--- src/rtl/stack_ctrl_pkg.sv ---
// Shared definitions for the LIFO stack controller: FSM encoding and
// helpers that derive the stack depth and count width from the depth log.
package stack_ctrl_pkg;

    typedef enum logic [1:0] {
        ST_IDLE    = 2'd0,
        ST_RD_WAIT = 2'd1,
        ST_RD_HOLD = 2'd2
    } state_t;

    localparam int DEF_RAM_WIDTH     = 8;
    localparam int DEF_RAM_DEPTH_LOG = 8;

    function automatic int stack_depth(input int depth_log);
        return 2 ** depth_log;
    endfunction

    function automatic int count_width(input int depth_log);
        return depth_log + 1;
    endfunction

endpackage

--- src/rtl/stack_ctrl_ptr.sv ---
// Stack pointer: occupancy count, full/empty decode and the RAM addresses
// used by the next push (top of free space) and the next pop (top entry).
module stack_ptr
    import stack_ctrl_pkg::*;
#(
    parameter int RAM_DEPTH_LOG = DEF_RAM_DEPTH_LOG
) (
    input  logic                     clk,
    input  logic                     rst,
    input  logic                     inc,
    input  logic                     dec,
    output logic [RAM_DEPTH_LOG:0]   count,
    output logic                     full,
    output logic                     empty,
    output logic [RAM_DEPTH_LOG-1:0] push_addr,
    output logic [RAM_DEPTH_LOG-1:0] pop_addr
);

    localparam int CW          = count_width(RAM_DEPTH_LOG);
    localparam int STACK_DEPTH = stack_depth(RAM_DEPTH_LOG);

    logic [CW-1:0] count_q;

    // inc and dec are mutually exclusive by construction in the controller
    always_ff @(posedge clk) begin
        if (rst) begin
            count_q <= '0;
        end else if (inc) begin
            count_q <= count_q + CW'(1);
        end else if (dec) begin
            count_q <= count_q - CW'(1);
        end
    end

    assign count     = count_q;
    assign full      = (count_q == CW'(STACK_DEPTH));
    assign empty     = (count_q == '0);
    assign push_addr = count_q[RAM_DEPTH_LOG-1:0];
    // Modulo subtraction gives the right address even when count == depth
    assign pop_addr  = count_q[RAM_DEPTH_LOG-1:0] - RAM_DEPTH_LOG'(1);

endmodule

--- src/rtl/stack_ctrl.sv ---
// LIFO controller driving a single-port synchronous RAM as a hardware stack,
// with push/pop handshakes, a held pop output register and sticky errors.
module stack_ctrl
    import stack_ctrl_pkg::*;
#(
    parameter int RAM_WIDTH     = DEF_RAM_WIDTH,
    parameter int RAM_DEPTH_LOG = DEF_RAM_DEPTH_LOG
) (
    input  logic                     clk,
    input  logic                     rst,
    input  logic                     push_valid,
    input  logic [RAM_WIDTH-1:0]     push_data,
    output logic                     push_ready,
    input  logic                     pop_req,
    output logic                     pop_ack,
    output logic                     out_valid,
    output logic [RAM_WIDTH-1:0]     out_data,
    input  logic                     out_ready,
    output logic                     full,
    output logic                     empty,
    output logic [RAM_DEPTH_LOG:0]   count,
    output logic                     overflow_err,
    output logic                     underflow_err,
    input  logic                     err_clr,
    output logic                     ram_write_req,
    output logic [RAM_DEPTH_LOG-1:0] ram_addr,
    output logic [RAM_WIDTH-1:0]     ram_data,
    input  logic [RAM_WIDTH-1:0]     ram_q
);

    state_t                   state_q;
    state_t                   state_d;
    logic                     push_acc;
    logic [RAM_DEPTH_LOG-1:0] push_addr;
    logic [RAM_DEPTH_LOG-1:0] pop_addr;
    logic [RAM_DEPTH_LOG-1:0] addr_q;
    logic [RAM_WIDTH-1:0]     wdata_q;
    logic                     ov_set;
    logic                     un_set;

    stack_ptr #(
        .RAM_DEPTH_LOG(RAM_DEPTH_LOG)
    ) u_ptr (
        .clk      (clk),
        .rst      (rst),
        .inc      (push_acc),
        .dec      (pop_ack),
        .count    (count),
        .full     (full),
        .empty    (empty),
        .push_addr(push_addr),
        .pop_addr (pop_addr)
    );

    // Handshakes are masked during reset so nothing reaches the RAM or count
    always_comb begin
        state_d       = state_q;
        pop_ack       = 1'b0;
        push_ready    = 1'b0;
        if (!rst && state_q == ST_IDLE) begin
            pop_ack    = pop_req && !empty;
            push_ready = !full && !(pop_req && !empty);
        end
        push_acc      = push_valid && push_ready;
        ram_write_req = push_acc;
        ram_addr      = addr_q;
        ram_data      = wdata_q;
        if (pop_ack) begin
            ram_addr = pop_addr;
        end else if (push_acc) begin
            ram_addr = push_addr;
            ram_data = push_data;
        end
        case (state_q)
            ST_IDLE:    if (pop_ack) state_d = ST_RD_WAIT;
            ST_RD_WAIT: state_d = ST_RD_HOLD;
            ST_RD_HOLD: if (out_ready) state_d = ST_IDLE;
            default:    state_d = ST_IDLE;
        endcase
    end

    assign ov_set = (state_q == ST_IDLE) && push_valid && full;
    assign un_set = (state_q == ST_IDLE) && pop_req && empty;

    always_ff @(posedge clk) begin
        if (rst) begin
            state_q       <= ST_IDLE;
            out_valid     <= 1'b0;
            out_data      <= '0;
            overflow_err  <= 1'b0;
            underflow_err <= 1'b0;
            addr_q        <= '0;
            wdata_q       <= '0;
        end else begin
            state_q <= state_d;
            addr_q  <= ram_addr;
            wdata_q <= ram_data;
            // ram_q carries the word addressed at the pop_ack edge
            if (state_q == ST_RD_WAIT) begin
                out_data  <= ram_q;
                out_valid <= 1'b1;
            end else if (state_q == ST_RD_HOLD && out_ready) begin
                out_valid <= 1'b0;
            end
            if (ov_set)       overflow_err <= 1'b1;
            else if (err_clr) overflow_err <= 1'b0;
            if (un_set)       underflow_err <= 1'b1;
            else if (err_clr) underflow_err <= 1'b0;
        end
    end

endmodule

--- config.mk ---
export PLATFORM = sky130hd
export DESIGN_NAME = stack_ctrl
export DESIGN_NICKNAME = d
export VERILOG_FILES = /design/src/rtl/stack_ctrl_pkg.sv /design/src/rtl/stack_ctrl_ptr.sv /design/src/rtl/stack_ctrl.sv
export SDC_FILE = /design/constraint.sdc
export NUM_CORES = 1
export LEC_CHECK = 0
export CAP_MARGIN = 20
export CORE_MARGIN = 2
export CORE_UTILIZATION = 30
export CTS_CLUSTER_SIZE = 16
export DETAILED_ROUTE_END_ITERATION = 6
export HOLD_SLACK_MARGIN = 0.1
export PLACE_DENSITY = 0.63
export SLEW_MARGIN = 30
export SYNTH_ARGS = -nofsm -noshare
export SYNTH_HDL_FRONTEND = slang
export SYNTH_SLANG_ARGS = --single-unit
export TNS_END_PERCENT = 50
--- constraint.sdc ---
create_clock -name clk -period 4 [get_ports clk]
set_clock_uncertainty 0.1 [all_clocks]
set_input_delay 0.8 -clock clk [delete_from_list [all_inputs] [get_ports clk]]
set_output_delay 0.8 -clock clk [all_outputs]
set_load 0.02 [all_outputs]
==> summary.md <==
| Metric | Value |
|---|---|
| Status | `completed` |
| Crit share post-route | `95.8%` |
| Post-route ant nets | `0` |
| Hold_buf cts | `0` |
| Synth async-reset ratio | `0%` |
| Share of the synthesized area in the top cell type | `a little under two fifths` |
| Crit path time final | `3830 ps` |
| # fillers | `roughly 650` |
| Post-Route WL | `around 5200 um` |
| Fin. max-slew vios | `0` |
| Ys flop type | `dfxtp_1` |
| Total number of vias | `between 1500 and 2000` |
| Total of max-cap violations | `0` |
| Highest clock rate | `261 MHz` |
| Hold Startpoint | `out_data[1]$_SDFFE_PP0P_` |
| Drt wl/cell | `13.0 um` |
| Die height | `85.6 um` |
| First-pass GRT wire length | `8870 um` |
| Max stage delay on crit path | `approximately 630 ps` |
| Mapped Nets | `277` |
| Post-synth top area cell | `dfxtp_1` |
| Post-layout instance area | `3000 um^2` |
| Critical Path End Type | `primary output` |
| FF-to-FF path depth | `11` |
| Cell Pwr Density | `776 nW/um^2` |
| Max_slew headroom | `65.3%` |
| Syn avg cell area | `8.15 um^2` |
| Critical-path cell list | `clkdlybuf4s50_1 > nor3_1 > nand4_2 > inv_2 > a21oi_1 > a21oi_1 > clkdlybuf4s50_1` |
| Crit-path leading delay family | `buffers and inverters` |
| Total global routing overflow | `0` |
| Worst-Skew Late Latency | `290 ps` |
| R2r startpoint | `u_ptr.count[4]$_SDFFE_PP0P_` |
| Endpoints failing hold | `0` |
| Via density | `4.84` |
| Row count | `29` |
| Routability cong. | `just under 0.8` |
| P_leak | `between 1 and 1.5 nW` |
| Worst path required time | `3100 ps` |
| Synthesized area | `approximately 2000 um^2` |
| HP Class | `register to register` |
| Top-count cell post-synth | `nand2_1` |
| Reg clk slew, reported paths | `80 ps` |
| Sequential area share after synthesis | `38.1%` |
| Min-Delay Endpoint | `out_data[1]$_SDFFE_PP0P_` |
| Worst Path Buf+Inv | `3` |
| Detailed Route Iter0 Violations | `64` |
| Initial antenna violation count | `0` |
| Startpoint Class | `input port` |
| Critical path type | `input port to primary output` |
| CTS tree | `built` |
| N_diodes | `0` |
| Share of layout cells above drive strength 1 | `13.2%` |
| Total power | `between 0.002 and 0.0025 W` |
| Sink Count | `38` |
| Final setup margin | `around 170 ps` |
| Drt drc | `0` |
| Final setup fails | `0` |
| Die width | `between 80 and 90 um` |
| Crit path DAT | `2930 ps` |
| Hold depth | `2` |
| Pre-CTS WS | `40.7 ps` |
| DP Wirelength | `3890 um` |
| Total CTS buffers | `5` |
| Placed Area | `2800 um^2` |
| Placeable core area | `6390 um^2` |
| Starting utilization of the core area | `31.3%` |
| Commonest cells post-synth | `nand2_1 (54), dfxtp_1 (38), a21oi_1 (21)` |
| Slowest stage cell, crit path | `clkdlybuf4s50_1` |
| R2R Setup Slk | `about 480 ps` |
| Reg2reg end | `u_ptr.count[7]$_SDFFE_PP0P_` |
| First-pass DRT Iterations | `4` |
| Yosys warnings | `0` |
| Ranking of synthesized cells by area | `dfxtp_1 (38%), nand2_1 (10%), ha_1 (5.6%)` |
| Post-synth EDFFs | `0` |
| Worst-Margin Slew | `519 ps` |
| Maximum buffer depth of the clock tree | `2` |
| Overall global routing resource usage | `14.8%` |
| Final nets | `357` |
| Largest net degree at the start of global routing | `25` |
| Area growth syn-to-layout | `50.3%` |
| CTS HTree Levels | `2` |
| Clock root buffer | `clkbuf_8` |
| Post-synthesis cell count | `245` |
| Io pins | `63` |
| DIE AREA | `about 7300 um^2` |
| Maximum VDD drop | `roughly 310 uV` |
| PortBufs | `62` |
| Final Hold Slack | `357 ps` |
| Vias in the first global route | `between 1500 and 2000` |
| Max FO, Critical Path | `7` |
| Yosys reg bits | `38` |
| Synth unique cells | `50` |
==> state kept, by name (all words and copies together) (netlist names) <==
register and cells:
u_ptr.count 9, addr_q 8, out_data 8, wdata_q 8, state_q 2, out_valid 1
overflow_err 1, underflow_err 1
==> layout make-up <==
cell class | instances | area [um^2] | area share [%]
clock buffer | 5 | 68.8 | 2.29
clock inverter | 3 | 68.8 | 2.29
inverter | 8 | 30.0 | 1.00
multi-input combinational | 189 | 1170 | 39.1
sequential | 38 | 761 | 25.4
tap | 77 | 96.3 | 3.21
timing repair buffer | 83 | 802 | 26.7
==> power breakdown <==
| part | switching, W | total, W | internal, W |
|---|---|---|---|
| sequential | 0.0000670 | 0.000543 | 0.000476 |
| clock | 0.000142 | 0.000392 | 0.000250 |
| combinational | 0.000734 | 0.00139 | 0.000659 |
==> worst register-to-register path, cell delays in order (launching register included) <==
cell and delay, ps:
dfxtp_1 370, or3_4 460, o31ai_2 420, nand4_2 260
buf_4 250, ha_1 330, and3_1 200, a221o_1 330
o41ai_1 360, xnor2_1 170, nand2_1 70, a21oi_1 130
==> how the worst max path moves through the flow <==
stage | from | end | slack [ps] | cells after the start
after floorplan | u_ptr.count[2]$_SDFFE_PP0P_ | u_ptr.count[7]$_SDFFE_PP0P_ | 570 | 11
after global placement | rst | ram_addr[3] | 30 | 8
after detailed placement | rst | ram_addr[3] | 40 | 8
after CTS | u_ptr.count[4]$_SDFFE_PP0P_ | ram_data[2] | 20 | 8
after global routing | rst | ram_addr[5] | -20 | 8
final | rst | ram_addr[0] | 170 | 7
==> cell families (layout without fill, tap and decap cells) <==
| family | Yosys count | count (layout) | synth area share (%) |
|---|---|---|---|
| simple gates | 121 | 121 | 30.1 |
| compound gates | 53 | 53 | 19.0 |
| flops | 38 | 38 | 38.1 |
| buf+inv | 18 | 99 | 3.88 |
| fa+ha+maj | 10 | 10 | 6.64 |
| xor+xnor | 4 | 4 | 1.75 |
| mux | 1 | 1 | 0.501 |
==> metrics by stage <==
| stage | TNS (ps) | utilization (%) | std cells |
|---|---|---|---|
| finish | 0 | 47.0 | 403 |
| global route | -17.8 | 47.0 | 403 |
| CTS | 0 | 46.1 | 400 |
| detailed placement | 0 | 43.9 | 392 |
| global placement | 0 | 43.9 | 392 |
| floorplan | 0 | - | 245 |
==> metal layers <==
| layer | wire length, um | GRT usage (%) |
|---|---|---|
| met1 | 2470 | 19.5 |
| met2 | 2390 | 24.1 |
| met3 | 261 | 2.98 |
| met4 | 95 | 5.34 |
| met5 | 0 | 0 |
==> cell usage in the layout, fill, tap and decap left out, drive strengths merged, types with 2 or more instances in the layout <==
cell / synthesis / routed
nand2: 54 / 54
clkdlybuf4s50: 0 / 51
dfxtp: 38 / 38
a21oi: 21 / 21
buf: 4 / 21
nor2b: 18 / 18
nor2: 14 / 14
nor3: 11 / 11
dlymetal6s2s: 0 / 10
ha: 9 / 9
inv: 8 / 8
o21ai: 8 / 8
clkbuf: 6 / 5
xnor2: 4 / 4
o21a: 3 / 3
nand3: 3 / 3
a221o: 3 / 3
and3: 3 / 3
a211oi: 3 / 3
o31ai: 3 / 3
or2: 2 / 2
nand2b: 2 / 2
nand3b: 2 / 2
nor3b: 2 / 2
a32oi: 2 / 2
bufinv: 0 / 2
or3: 2 / 2
or4: 2 / 2
or3b: 2 / 2
nor4b: 2 / 2
o211ai: 2 / 2
==> what timing repair did <==
item / 4_1_cts / 5_1_grt
resized for setup: 2 / 11
setup buffers: 0 / 3
endpoints found under the setup margin: 1 / 13
(Power assumes the default switching activity.)
